===== config.mk =====
export PLATFORM = sky130hd
export DESIGN_NAME = int_bridge
export DESIGN_NICKNAME = d
export VERILOG_FILES = /design/src/rtl/int_bridge_pkg.sv /design/src/rtl/int_bridge_fifo.sv /design/src/rtl/int_bridge.sv
export SDC_FILE = /design/constraint.sdc
export NUM_CORES = 1
export LEC_CHECK = 0
export ABC_AREA = 0
export CORE_ASPECT_RATIO = 0.9
export CORE_UTILIZATION = 53
export DETAILED_ROUTE_END_ITERATION = 6
export MAX_ROUTING_LAYER = met4
export PLACE_DENSITY = 0.88
export SYNTH_ARGS = -nofsm -noshare
export SYNTH_HDL_FRONTEND = slang
export SYNTH_HIERARCHICAL = 1
export SYNTH_SLANG_ARGS = --single-unit

===== constraint.sdc =====
create_clock -name clk -period 3.3 [get_ports clk]
set_input_delay 0.495 -clock clk [delete_from_list [all_inputs] [get_ports clk]]
set_output_delay 0.495 -clock clk [all_outputs]
set_load 0.05 [all_outputs]

===== src/rtl/int_bridge_pkg.sv =====
// int_bridge_pkg: shared definitions for the int_bridge request bridge.
// Holds the FSM state encoding, the filler byte driven in a read's data
// phase, the request-entry field widths and the request-entry payload.
package int_bridge_pkg;

  localparam int unsigned ADDR_W  = 7;
  localparam int unsigned DATA_W  = 8;
  localparam int unsigned CNT_W   = 16;
  localparam int unsigned STATE_W = 2;

  localparam logic [STATE_W-1:0] ST_IDLE   = 2'd0;
  localparam logic [STATE_W-1:0] ST_ADDR   = 2'd1;
  localparam logic [STATE_W-1:0] ST_DATA   = 2'd2;
  localparam logic [STATE_W-1:0] ST_RDWAIT = 2'd3;

  localparam logic [DATA_W-1:0] RD_FILLER = 8'h00;

  // One queued request: rw=1 read, rw=0 write.
  typedef struct packed {
    logic              rw;
    logic [ADDR_W-1:0] addr;
    logic [DATA_W-1:0] wdata;
  } req_entry_t;

  // Address-phase byte presented to egress.
  function automatic logic [DATA_W-1:0] addr_byte(input req_entry_t e);
    return {e.rw, e.addr};
  endfunction

endpackage


===== src/rtl/int_bridge_fifo.sv =====
// int_bridge_fifo: request FIFO for int_bridge.
// Ports: clk, rst (sync, active-high), push/din write side, pop/head_c
// read side (head_c is the current head entry), full_c/empty_c status.
// Push while full and pop while empty are ignored; pointers carry one
// extra wrap bit so full and empty are distinguishable.
module int_bridge_fifo
  import int_bridge_pkg::*;
#(
  parameter int unsigned FIFO_DEPTH = 4
) (
  input  logic       clk,
  input  logic       rst,
  input  logic       push,
  input  req_entry_t din,
  input  logic       pop,
  output req_entry_t head_c,
  output logic       full_c,
  output logic       empty_c
);

  localparam int unsigned PTR_W = $clog2(FIFO_DEPTH);

  req_entry_t       mem [FIFO_DEPTH];
  logic [PTR_W:0]   wr_ptr;
  logic [PTR_W:0]   rd_ptr;
  logic             do_push;
  logic             do_pop;

  assign empty_c = (wr_ptr == rd_ptr);
  assign full_c  = (wr_ptr[PTR_W] != rd_ptr[PTR_W]) &&
                   (wr_ptr[PTR_W-1:0] == rd_ptr[PTR_W-1:0]);
  assign do_push = push && !full_c;
  assign do_pop  = pop && !empty_c;
  assign head_c  = mem[rd_ptr[PTR_W-1:0]];

  // Pointer update; simultaneous push and pop leave occupancy unchanged.
  always_ff @(posedge clk) begin
    if (rst) begin
      wr_ptr <= '0;
      rd_ptr <= '0;
    end else begin
      if (do_push) wr_ptr <= wr_ptr + (PTR_W+1)'(1);
      if (do_pop)  rd_ptr <= rd_ptr + (PTR_W+1)'(1);
    end
  end

  // Storage needs no reset: contents are only observed when non-empty.
  always_ff @(posedge clk) begin
    if (do_push) mem[wr_ptr[PTR_W-1:0]] <= din;
  end

endmodule


===== src/rtl/int_bridge.sv =====
// int_bridge: queues core read/write requests and serialises each one to
// egress as an address byte {rw,addr} followed by a data byte (write data,
// or a filler for reads), then returns read data as a one-cycle pulse.
// Ports: clk, rst (sync, active-high); core side req_valid/req_ready/
// req_rw/req_addr/req_wdata; egress side int2eg_data/int_datavalid/
// int_datardy/eg2int_data; completion rsp_valid/rsp_rdata; completed
// transaction counters wr_count/rd_count.
// Build option: define INT_BRIDGE_STATS_EN to enable the counters;
// otherwise they are tied to zero.
module int_bridge
  import int_bridge_pkg::*;
#(
  parameter int unsigned FIFO_DEPTH = 4
) (
  input  logic              clk,
  input  logic              rst,
  input  logic              req_valid,
  output logic              req_ready,
  input  logic              req_rw,
  input  logic [ADDR_W-1:0] req_addr,
  input  logic [DATA_W-1:0] req_wdata,
  output logic [DATA_W-1:0] int2eg_data,
  output logic              int_datavalid,
  input  logic              int_datardy,
  input  logic [DATA_W-1:0] eg2int_data,
  output logic              rsp_valid,
  output logic [DATA_W-1:0] rsp_rdata,
  output logic [CNT_W-1:0]  wr_count,
  output logic [CNT_W-1:0]  rd_count
);

  logic [STATE_W-1:0] state;
  logic [STATE_W-1:0] state_n;
  req_entry_t         cur;
  req_entry_t         cur_n;
  req_entry_t         din_c;
  req_entry_t         head_c;
  logic               full_c;
  logic               empty_c;
  logic               pop_c;
  logic               start_c;
  logic               beat_c;
  logic [DATA_W-1:0]  data_n;
  logic               valid_n;
  logic               rsp_valid_n;
  logic [DATA_W-1:0]  rsp_rdata_n;

  assign din_c     = '{rw: req_rw, addr: req_addr, wdata: req_wdata};
  assign req_ready = !full_c;
  assign beat_c    = int_datavalid && int_datardy;

  int_bridge_fifo #(.FIFO_DEPTH(FIFO_DEPTH)) u_fifo (
    .clk     (clk),
    .rst     (rst),
    .push    (req_valid && req_ready),
    .din     (din_c),
    .pop     (pop_c),
    .head_c  (head_c),
    .full_c  (full_c),
    .empty_c (empty_c)
  );

  // Next-state and registered-output logic.
  always_comb begin
    state_n     = state;
    cur_n       = cur;
    data_n      = int2eg_data;
    valid_n     = int_datavalid;
    rsp_valid_n = 1'b0;
    rsp_rdata_n = rsp_rdata;
    start_c     = 1'b0;
    pop_c       = 1'b0;

    case (state)
      ST_IDLE: begin
        start_c = !empty_c;
      end
      ST_ADDR: begin
        if (beat_c) begin
          state_n = ST_DATA;
          data_n  = cur.rw ? RD_FILLER : cur.wdata;
        end
      end
      ST_DATA: begin
        if (beat_c) begin
          if (cur.rw) begin
            state_n = ST_RDWAIT;
            valid_n = 1'b0;
            data_n  = '0;
          end else if (!empty_c) begin
            start_c = 1'b1;
          end else begin
            state_n = ST_IDLE;
            valid_n = 1'b0;
            data_n  = '0;
          end
        end
      end
      ST_RDWAIT: begin
        rsp_valid_n = 1'b1;
        rsp_rdata_n = eg2int_data;
        if (!empty_c) start_c = 1'b1;
        else          state_n = ST_IDLE;
      end
      default: begin
        state_n = ST_IDLE;
        valid_n = 1'b0;
        data_n  = '0;
      end
    endcase

    // Common entry into ADDR: pop the head and present its address byte.
    if (start_c) begin
      pop_c   = 1'b1;
      state_n = ST_ADDR;
      cur_n   = head_c;
      data_n  = addr_byte(head_c);
      valid_n = 1'b1;
    end
  end

  // State register.
  always_ff @(posedge clk) begin
    if (rst) begin
      state         <= ST_IDLE;
      cur           <= '0;
      int2eg_data   <= '0;
      int_datavalid <= 1'b0;
      rsp_valid     <= 1'b0;
      rsp_rdata     <= '0;
    end else begin
      state         <= state_n;
      cur           <= cur_n;
      int2eg_data   <= data_n;
      int_datavalid <= valid_n;
      rsp_valid     <= rsp_valid_n;
      rsp_rdata     <= rsp_rdata_n;
    end
  end

`ifdef INT_BRIDGE_STATS_EN
  logic inc_wr_c;
  logic inc_rd_c;

  assign inc_wr_c = (state == ST_DATA) && beat_c && !cur.rw;
  assign inc_rd_c = (state == ST_RDWAIT);

  // Completed-transaction counters, free-running with natural wrap.
  always_ff @(posedge clk) begin
    if (rst) begin
      wr_count <= '0;
      rd_count <= '0;
    end else begin
      if (inc_wr_c) wr_count <= wr_count + CNT_W'(1);
      if (inc_rd_c) rd_count <= rd_count + CNT_W'(1);
    end
  end
`else
  assign wr_count = '0;
  assign rd_count = '0;
`endif

endmodule

==> metrics.md, run 1 <==
| Metric | Value |
|---|---|
| Gr usage total | 21.00% |
| First-pass GRT wire length | 13.24 mm |
| Final std cells w/o fill | 493 |
| Pleak | 0.001744 uW |
| CTS sink count | 101 |
| Synth Cell Area | 4482 sq um |
| Drt wl/cell | 16.55 um |
| Power Dens Cells | 770.3 nW/um^2 |
| Worst path slowest cell | clkdlybuf4s50_1 |
| FF/Latch Area | 2663 sq um |
| Post-DRT Antenna Nets | 0 |
| Placed insts | 477 |
| Cts bufs inserted | 9 |
| Area of the multi-input gates | 1530 sq um |
| Most frequent cells in the layout | edfxtp_1, clkdlybuf4s50_1, dfxtp_1, conb_1 |
| Root buf cell | clkbuf_8 |
| Max FO, Critical Path | 9 |
| # nets final | 422 |
| Worst hold path type | reg2reg |
| Sequence of cells on the critical path | xnor2_1 > nand2_1 > nor2_1 > inv_1 > clkdlybuf4s50_1 |
| Max VDD drop | 0.0005483 V |
| RSZ-0062 raised after global routing | no |
| Worst skew pair latency | 0.38 ns |
| Die Span Y | 89.24 um |
| Synthesized area per cell | 13.14 sq um |
| CP startpoint kind | register |
| Period utilization | 88.31% |
| Core area | 8107 sq um |
| Setup Crit Path Kind | reg2out |
| Cell family with most CP delay | buffers and inverters |
| Initial antenna violation count | 0 |
| Status | complete, no violations |
| Setup TNS | 0 ns |
| Number of port buffers | 46 |
| F_max | 343.1 MHz |
| N_diodes | 0 |
| Slew Limit Fails | 0 |
| Setup Buffers After CTS | 0 |
| Worst endpoint required time | 2.80 ns |
| Drt initial violations | 210 |
| Post-CTS Hold Fix Bufs | 0 |
| I/O pins | 79 |
| Measured slew at the worst slew-check pin | 0.8355 ns |
| Area delta synth->final | 13.96% |
| Critical path buffer and inverter count | 2 |
| Die area | 8829 sq um |
| Vias in the first global route | 2672 |
| Flops & latches, synth | 101 |
| Minimum clock period | 2.914 ns |
| TritonCTS clock tree | done |
| DRC | 0 |
| Final Hold Vio Count | 0 |
| Commonest non-fill, non-tap cell in the layout | edfxtp_1 |
| Total gr overflow | 0 |
| Max incr delay on CP | 0.70 ns |
| # fillers | 601 |
| Slew margin rel. | 44.22% |
| Synth area leader | edfxtp_1 |
| Final setup fails | 0 |
| Sequential area share after synthesis | 59.41% |
| Share of layout cells above drive strength 1 | 12.18% |
| Cells after synthesis | 341 |
| Worst Path Arrival | 2.42 ns |
| Via count | 2709 |
| Post-synth top area share | 42.88% |
| Maximum number of pins on one net before global-route repair | 31 |
| Resized cells post-CTS | 0 |
| Pre-antenna DRT Iters | 4 |
| Final GP Congestion | 0.7757 |
| Rows | 31 |
| Synth cell types | 44 |
| Max-cap violations | 0 |
| Clock-pin slew on the worst setup and hold paths | 0.09 ns |
| Top cells by area, synth | edfxtp_1, dfxtp_1, mux4_2, buf_4, nand2b_1 |
| Chip width | 98.93 um |
| Detailed Place HPWL | 5.460 mm |
| Starting Density | 55.29% |
| H-tree Lvls | 3 |
| Drt total wl | 8.158 mm |
| Worst-case clock buffer depth | 2 |
| Crit end category | output pin |
| Synth warn | 6 |
| Vias per inst | 5.495 |
| Worst clock skew | 0.01067 ns |
-- kinds of logic after synthesis --
family                   after synthesis  synth area share [%]
AO/OA/AOI/OAI                         51                 8.236
multiplexers                          25                 10.05
XOR/XNOR                               7                 1.368
AND/OR/NAND/NOR                       84                 10.41
flip-flops                           101                 59.41
adder cells (fa/ha/maj)                5                 1.396
other                                  1               0.08367
buffers and inverters                 67                 9.045
-- worst reg2reg max path, cell delays in order, from the launching register on --
cell	delay, ns
dfxtp_1	0.41
xnor2_1	0.46
nand2_1	0.24
nor2_1	0.30
clkinv_1	0.30
o211ai_2	0.15
inv_2	0.19
nor3b_1	0.22
a21oi_1	0.22
o211ai_1	0.12
-- Yosys cell counts --
master and instances:
clkinv_1 1, a211o_2 1, mux4_2 16, nor2_1 4, nand4_1 2, o311ai_1 8
inv_1 14, o21ai_0 6, or4_1 1, nor2b_1 9, edfxtp_1 64, xor2_1 4
dfxtp_1 37, inv_2 1, buf_1 3, clkbuf_8 1, and2_1 3, and3_1 1
nand3b_1 1, a221o_1 1, buf_4 33, mux2i_1 9, o21ba_2 1, a41oi_1 2
and3b_1 1, o2111ai_1 8, a21oi_1 12, clkbuf_4 1, nand3_1 19, conb_1 1
o211ai_1 6, a31oi_1 4, or3_1 1, buf_2 7, nor3b_2 1, clkbuf_1 5
nand2_1 17, xnor2_1 3, nand2b_1 19, ha_1 5, nor3b_1 5, o211ai_2 1
a211o_1 1, buf_6 1
-- worst paths after layout --
| check | cells past startpoint | to | slack, ns | from |
|---|---|---|---|---|
| max | 5 | req_ready | 0.39 | u_fifo/wr_ptr[1]$_SDFFE_PP0P_ |
| max reg2reg | 9 | register | 0.58 | u_fifo/wr_ptr[1]$_SDFFE_PP0P_ |
| min reg2reg | 2 | rsp_rdata[7]$_SDFFE_PP0N_ | 0.46 | rsp_rdata[7]$_SDFFE_PP0N_ |
| min | 2 | rsp_rdata[7]$_SDFFE_PP0N_ | 0.46 | rsp_rdata[7]$_SDFFE_PP0N_ |
-- per-layer routing --
layer	vias to the layer above	track usage (%)	part of all wire, %
met2	92	34.14	49
met3	8	5.473	4.7
met1	1312	25.98	46
li1	1297	-	-
met5	-	-	0
met4	0	6.920	1.1
-- per-stage QoR --
step	hold WS, ns	total power, uW	util, %	cell area, sq um	setup slack (ns)
2_1_floorplan	0.4490	2827	-	4598	0.7641
3_3_place_gp	0.4406	3176	60.69	4920	0.8375
3_5_place_dp	0.4531	3215	60.69	4920	0.6300
4_1_cts	0.4663	3958	63.00	5107	0.3771
5_1_grt	0.4922	4142	63.00	5107	0.2298
6_report	0.4638	3934	63.00	5107	0.3857
-- sequential cells by signal, indices dropped and copies added (netlist names), named ones only --
name           flops
rsp_rdata          8
u_fifo/mem        64
rsp_valid          1
u_fifo/rd_ptr      3
u_fifo/wr_ptr      3
state              2
int_datavalid      1
int2eg_data        8
cur                9
-- cell type report --
cell class | instances | area share, %
Clock inverter | 7 | 1.249
Clock buffer | 9 | 2.425
Multi-Input combinational cell | 204 | 29.96
Tap cell | 99 | 2.425
Timing Repair Buffer | 57 | 10.63
Sequential cell | 101 | 52.13
Inverter | 16 | 1.176
-- power by group --
group / total (uW) / switching (uW) / internal, uW / leakage, uW
sequential: 1800 / 184 / 1620 / 0.000890
clock: 743 / 449 / 294 / 0.0000960
combinational: 1390 / 863 / 527 / 0.000758
No activity file was read; power rests on OpenSTA's default activity.
==> run 2, diff against run 1 <==
--- a/config.mk
+++ b/config.mk
@@ -7,11 +7,11 @@
 export LEC_CHECK = 0
 export ABC_AREA = 0
 export CORE_ASPECT_RATIO = 0.9
-export CORE_UTILIZATION = 53
+export CORE_UTILIZATION = 52
+export CTS_CLUSTER_SIZE = 14
 export DETAILED_ROUTE_END_ITERATION = 6
 export MAX_ROUTING_LAYER = met4
-export PLACE_DENSITY = 0.88
+export PLACE_DENSITY = 0.87
 export SYNTH_ARGS = -nofsm -noshare
 export SYNTH_HDL_FRONTEND = slang
-export SYNTH_HIERARCHICAL = 1
 export SYNTH_SLANG_ARGS = --single-unit
==> run 2 against run 1 <==
Net effect: the run now ends with design-rule violations left; clock skew down 0.0014 ns; wire length down 8.2%; maximum frequency up 19%; non-clock buffer count down 4; synthesized cell count down 7.0%; register-to-register slack better by 0.61 ns; utilization down 2.2 points; via count down 4.0%; cell count down 5.5%; sequential cell count unchanged; largest cell class unchanged; largest power group unchanged.
==> metrics.md, run 2 <==
| Metric | Value |
|---|---|
| Synth cell types | 45 (+2.3%) |
| Most frequent cells in the layout | edfxtp_1, clkdlybuf4s50_1, dfxtp_1, conb_1, nand3_1 |
| Vias per inst | 5.579 (+1.5%) |
| Minimum clock period | 2.455 ns (-0.4595 ns) |
| Synth cell count leaders | edfxtp_1, dfxtp_1, buf_4 |
| Drt wl/cell | 16.06 um (-2.9%) |
| I/O pins | 79 (unchanged) |
| Pre-antenna DRT Iters | 7 (+3) |
| Post-synth top area share | 44.74% (+1.9 points) |
| Via count | 2600 (-4.0%) |
| Sw Share | 36.58% (-1.4 points) |
| Sequential area share after synthesis | 61.99% (+2.6 points) |
| Final Hold Vio Count | 0 (unchanged) |
| Synth area leader | edfxtp_1 |
| Max-cap violations | 0 (unchanged) |
| Die area | 8628 sq um (-2.3%) |
| Max VDD drop | 0.0004020 V (-27%) |
| Pleak | 0.001666 uW (-4.5%) |
| Share of layout cells above drive strength 1 | 9.809% (-2.4 points) |
| First-pass GRT wire length | 12.12 mm (-8.4%) |
| Final Power | 3522 uW (-10%) |
| N_diodes | 0 (unchanged) |
| Drt total wl | 7.485 mm (-8.2%) |
| CTS sink count | 101 (unchanged) |
| Max incr delay on CP | 0.82 ns (+0.12 ns) |
| Worst clock skew | 0.009298 ns (-0.001375 ns) |
| Worst-case reg-to-reg path depth | 4 (-5) |
| Final setup fails | 0 (unchanged) |
| # nets final | 395 (-6.4%) |
| RSZ-0062 raised after global routing | no |
| Hold_sp | rsp_rdata[0]$_SDFFE_PP0N_ |
| Max FO, Critical Path | 6 (-3) |
| Clock power share | 21.0% (+2.1 points) |
| Most common cell in the netlist | edfxtp_1 |
| Detailed Place HPWL | 5.126 mm (-6.1%) |
| Reg power frac | 46.7% (+0.9 points) |
| Clock-pin slew on the worst setup and hold paths | 0.10 ns (about the same) |
| Failing checks | design-rule violations |
| Synth Cell Area | 4295 sq um (-4.2%) |
| Maximum number of pins on one net before global-route repair | 27 (-13%) |
| Area delta synth->final | 13.60% |
| Cts bufs inserted | 9 (unchanged) |
| Critical path buffer and inverter count | 1 (-1) |
| Worst skew pair latency | 0.37 ns (about the same) |
| Internal power | 2234 uW (-8.4%) |
| WL met1 | 3.175 mm (-15%) |
| Worst path slowest cell | clkdlybuf4s50_1 |
| F_max | 407.4 MHz (+19%) |
| Period utilization | 74.39% (-14 points) |
| Starting Density | 53.50% (-1.8 points) |
| Main flop type after synthesis | edfxtp_1 |
| Cells after synthesis | 317 (-7.0%) |
| Worst-case clock buffer depth | 2 (unchanged) |
| Setup Buffers After CTS | 0 (unchanged) |
| Flops & latches, synth | 101 (unchanged) |
| Gr usage total | 19.27% (-1.7 points) |
| Cell family with most CP delay | buffers and inverters |
| Chip width | 97.80 um (-1.1%) |
| Vias in the first global route | 2483 (-7.1%) |
| Final Cell Area | 4880 sq um (-4.5%) |
| Rows | 31 (unchanged) |
| Hold Path Sink | rsp_rdata[0]$_SDFFE_PP0N_ |
| Worst Path Arrival | 1.96 ns (-0.46 ns) |
| Hold path cells | 2 (unchanged) |
| Post-DRT Antenna Nets | 0 (unchanged) |
| Root buf cell | clkbuf_8 |
| Measured slew at the worst slew-check pin | 0.9532 ns (+0.1177 ns) |
| Combinational share of power | 32.4% (-2.9 points) |
| Post-CTS Hold Fix Bufs | 0 (unchanged) |
| Final GP Congestion | 0.8062 (+3.9%) |
| Met2 wire len | 3.750 mm (-5.5%) |
| Max reg flops | 64 (unchanged) |
| TritonCTS clock tree | done |
| FFs w/ async S/R, synth | 0% (unchanged) |
| Number of port buffers | 46 (unchanged) |
| Start of the worst register-to-register path | state[1]$_SDFFE_PP0P_ |
| Initial antenna violation count | 0 (unchanged) |
| Slew margin rel. | 36.25% (-8.0 points) |
| Crit end category | output pin |
| Slew Limit Fails | 0 (unchanged) |
| Top layer in use | met4 |
| Total gr overflow | 0 (unchanged) |
| Synthesized area per cell | 13.55 sq um (+3.1%) |
| Capture point of the worst reg-to-reg path | int2eg_data[7]$_SDFFE_PP0P_ |
| Setup Crit Path Kind | reg2out |
| Commonest non-fill, non-tap cell in the layout | edfxtp_1 |
| Status | finished with violations |
| EDFF count, synth | 64 (unchanged) |
| Setup TNS | 0 ns (unchanged) |
| Met3 routed WL | 432 um (+13%) |
| Power Dens Cells | 721.7 nW/um^2 (-6.3%) |
| Sequence of cells on the critical path | xnor2_1 > nand3_1 > clkdlybuf4s50_1 |
| CP startpoint kind | register |
| DRC | 24 (+24) |
| Drt initial violations | 173 (-18%) |
| Worst endpoint required time | 2.80 ns (about the same) |
| Post-route core utilization | 60.78% (-2.2 points) |
| Core area | 8029 sq um (-0.96%) |
| Placed cell areas | 4690 sq um (-4.7%) |
| Top cells by area, synth | edfxtp_1, dfxtp_1, buf_4, mux4_2, mux4_1 |
| Synth warn | 0 (-6) |
| Die Span Y | 88.22 um (-1.1%) |
| H-tree Lvls | 3 (unchanged) |
| R2R setup slack | 1.19 ns (+0.61 ns) |
| Resized cells post-CTS | 0 (unchanged) |
| Psw | 1288 uW (-14%) |
| Worst hold path type | reg2reg |
run 2: how the worst max path moves through the flow:
stage	slack [ns]	cells after the start	from	endpoint
2_1_floorplan	1.51	4	int_datavalid$_SDFFE_PP0P_	u_fifo.rd_ptr[2]$_SDFFE_PP0P_
3_3_place_gp	1.04	5	int_datardy	int2eg_data[7]$_SDFFE_PP0P_
3_5_place_dp	0.94	5	int_datardy	int2eg_data[7]$_SDFFE_PP0P_
4_1_cts	0.83	3	u_fifo.wr_ptr[0]$_SDFFE_PP0P_	req_ready
5_1_grt	0.75	3	u_fifo.wr_ptr[0]$_SDFFE_PP0P_	req_ready
6_report	0.85	3	u_fifo.wr_ptr[0]$_SDFFE_PP0P_	req_ready
run 2: metrics by stage:
step / cells / worst slack [ns] / hold WS [ns]
floorplan: 348 / 1.510 / 0.4502
global placement: 450 / 1.042 / 0.4409
detailed placement: 450 / 0.9350 / 0.4453
CTS: 466 / 0.8274 / 0.4608
global route: 466 / 0.7539 / 0.4895
finish: 466 / 0.8452 / 0.4581
run 2: logic make-up (layout without fill, tap and decap cells):
family / Yosys count / in the layout / synth area share (%)
flops: 101 / 101 / 61.99
simple gates: 68 / 68 / 7.953
compound gates: 62 / 62 / 8.943
buf+inv: 55 / 74 / 8.797
mux: 17 / 17 / 9.147
xor+xnor: 8 / 8 / 1.631
fa+ha+maj: 5 / 5 / 1.456
other cells: 1 / 32 / 0.08730
run 2: layout make-up:
class	instances	area (sq um)
clock inverter	6	62.56
multi-input combinational	192	1371
timing repair buffer	53	513.0
tap	99	123.9
fill	621	3149
inverter	5	18.77
sequential	101	2663
clock buffer	10	127.6
run 2: metal layers:
| metal | vias to the layer above | GRT usage, % |
|---|---|---|
| li1 | 1213 | - |
| met1 | 1261 | 22.39 |
| met2 | 114 | 33.01 |
| met3 | 12 | 5.055 |
| met4 | 0 | 6.612 |
| met5 | - | - |
run 2: power groups by stage:
stage	registers, uW	clock network (uW)	logic [uW]
3_3_place_gp	1660	0	1110
3_5_place_dp	1680	0	1130
5_1_grt	1670	806	1230
4_1_cts	1650	761	1140
6_report	1640	739	1140
2_1_floorplan	1720	0	849
run 2: worst min-delay path, cell delays in order, from the launching register on:
cell,delay (ns)
dfxtp_1,0.32
nand2_1,0.05
a21oi_1,0.05
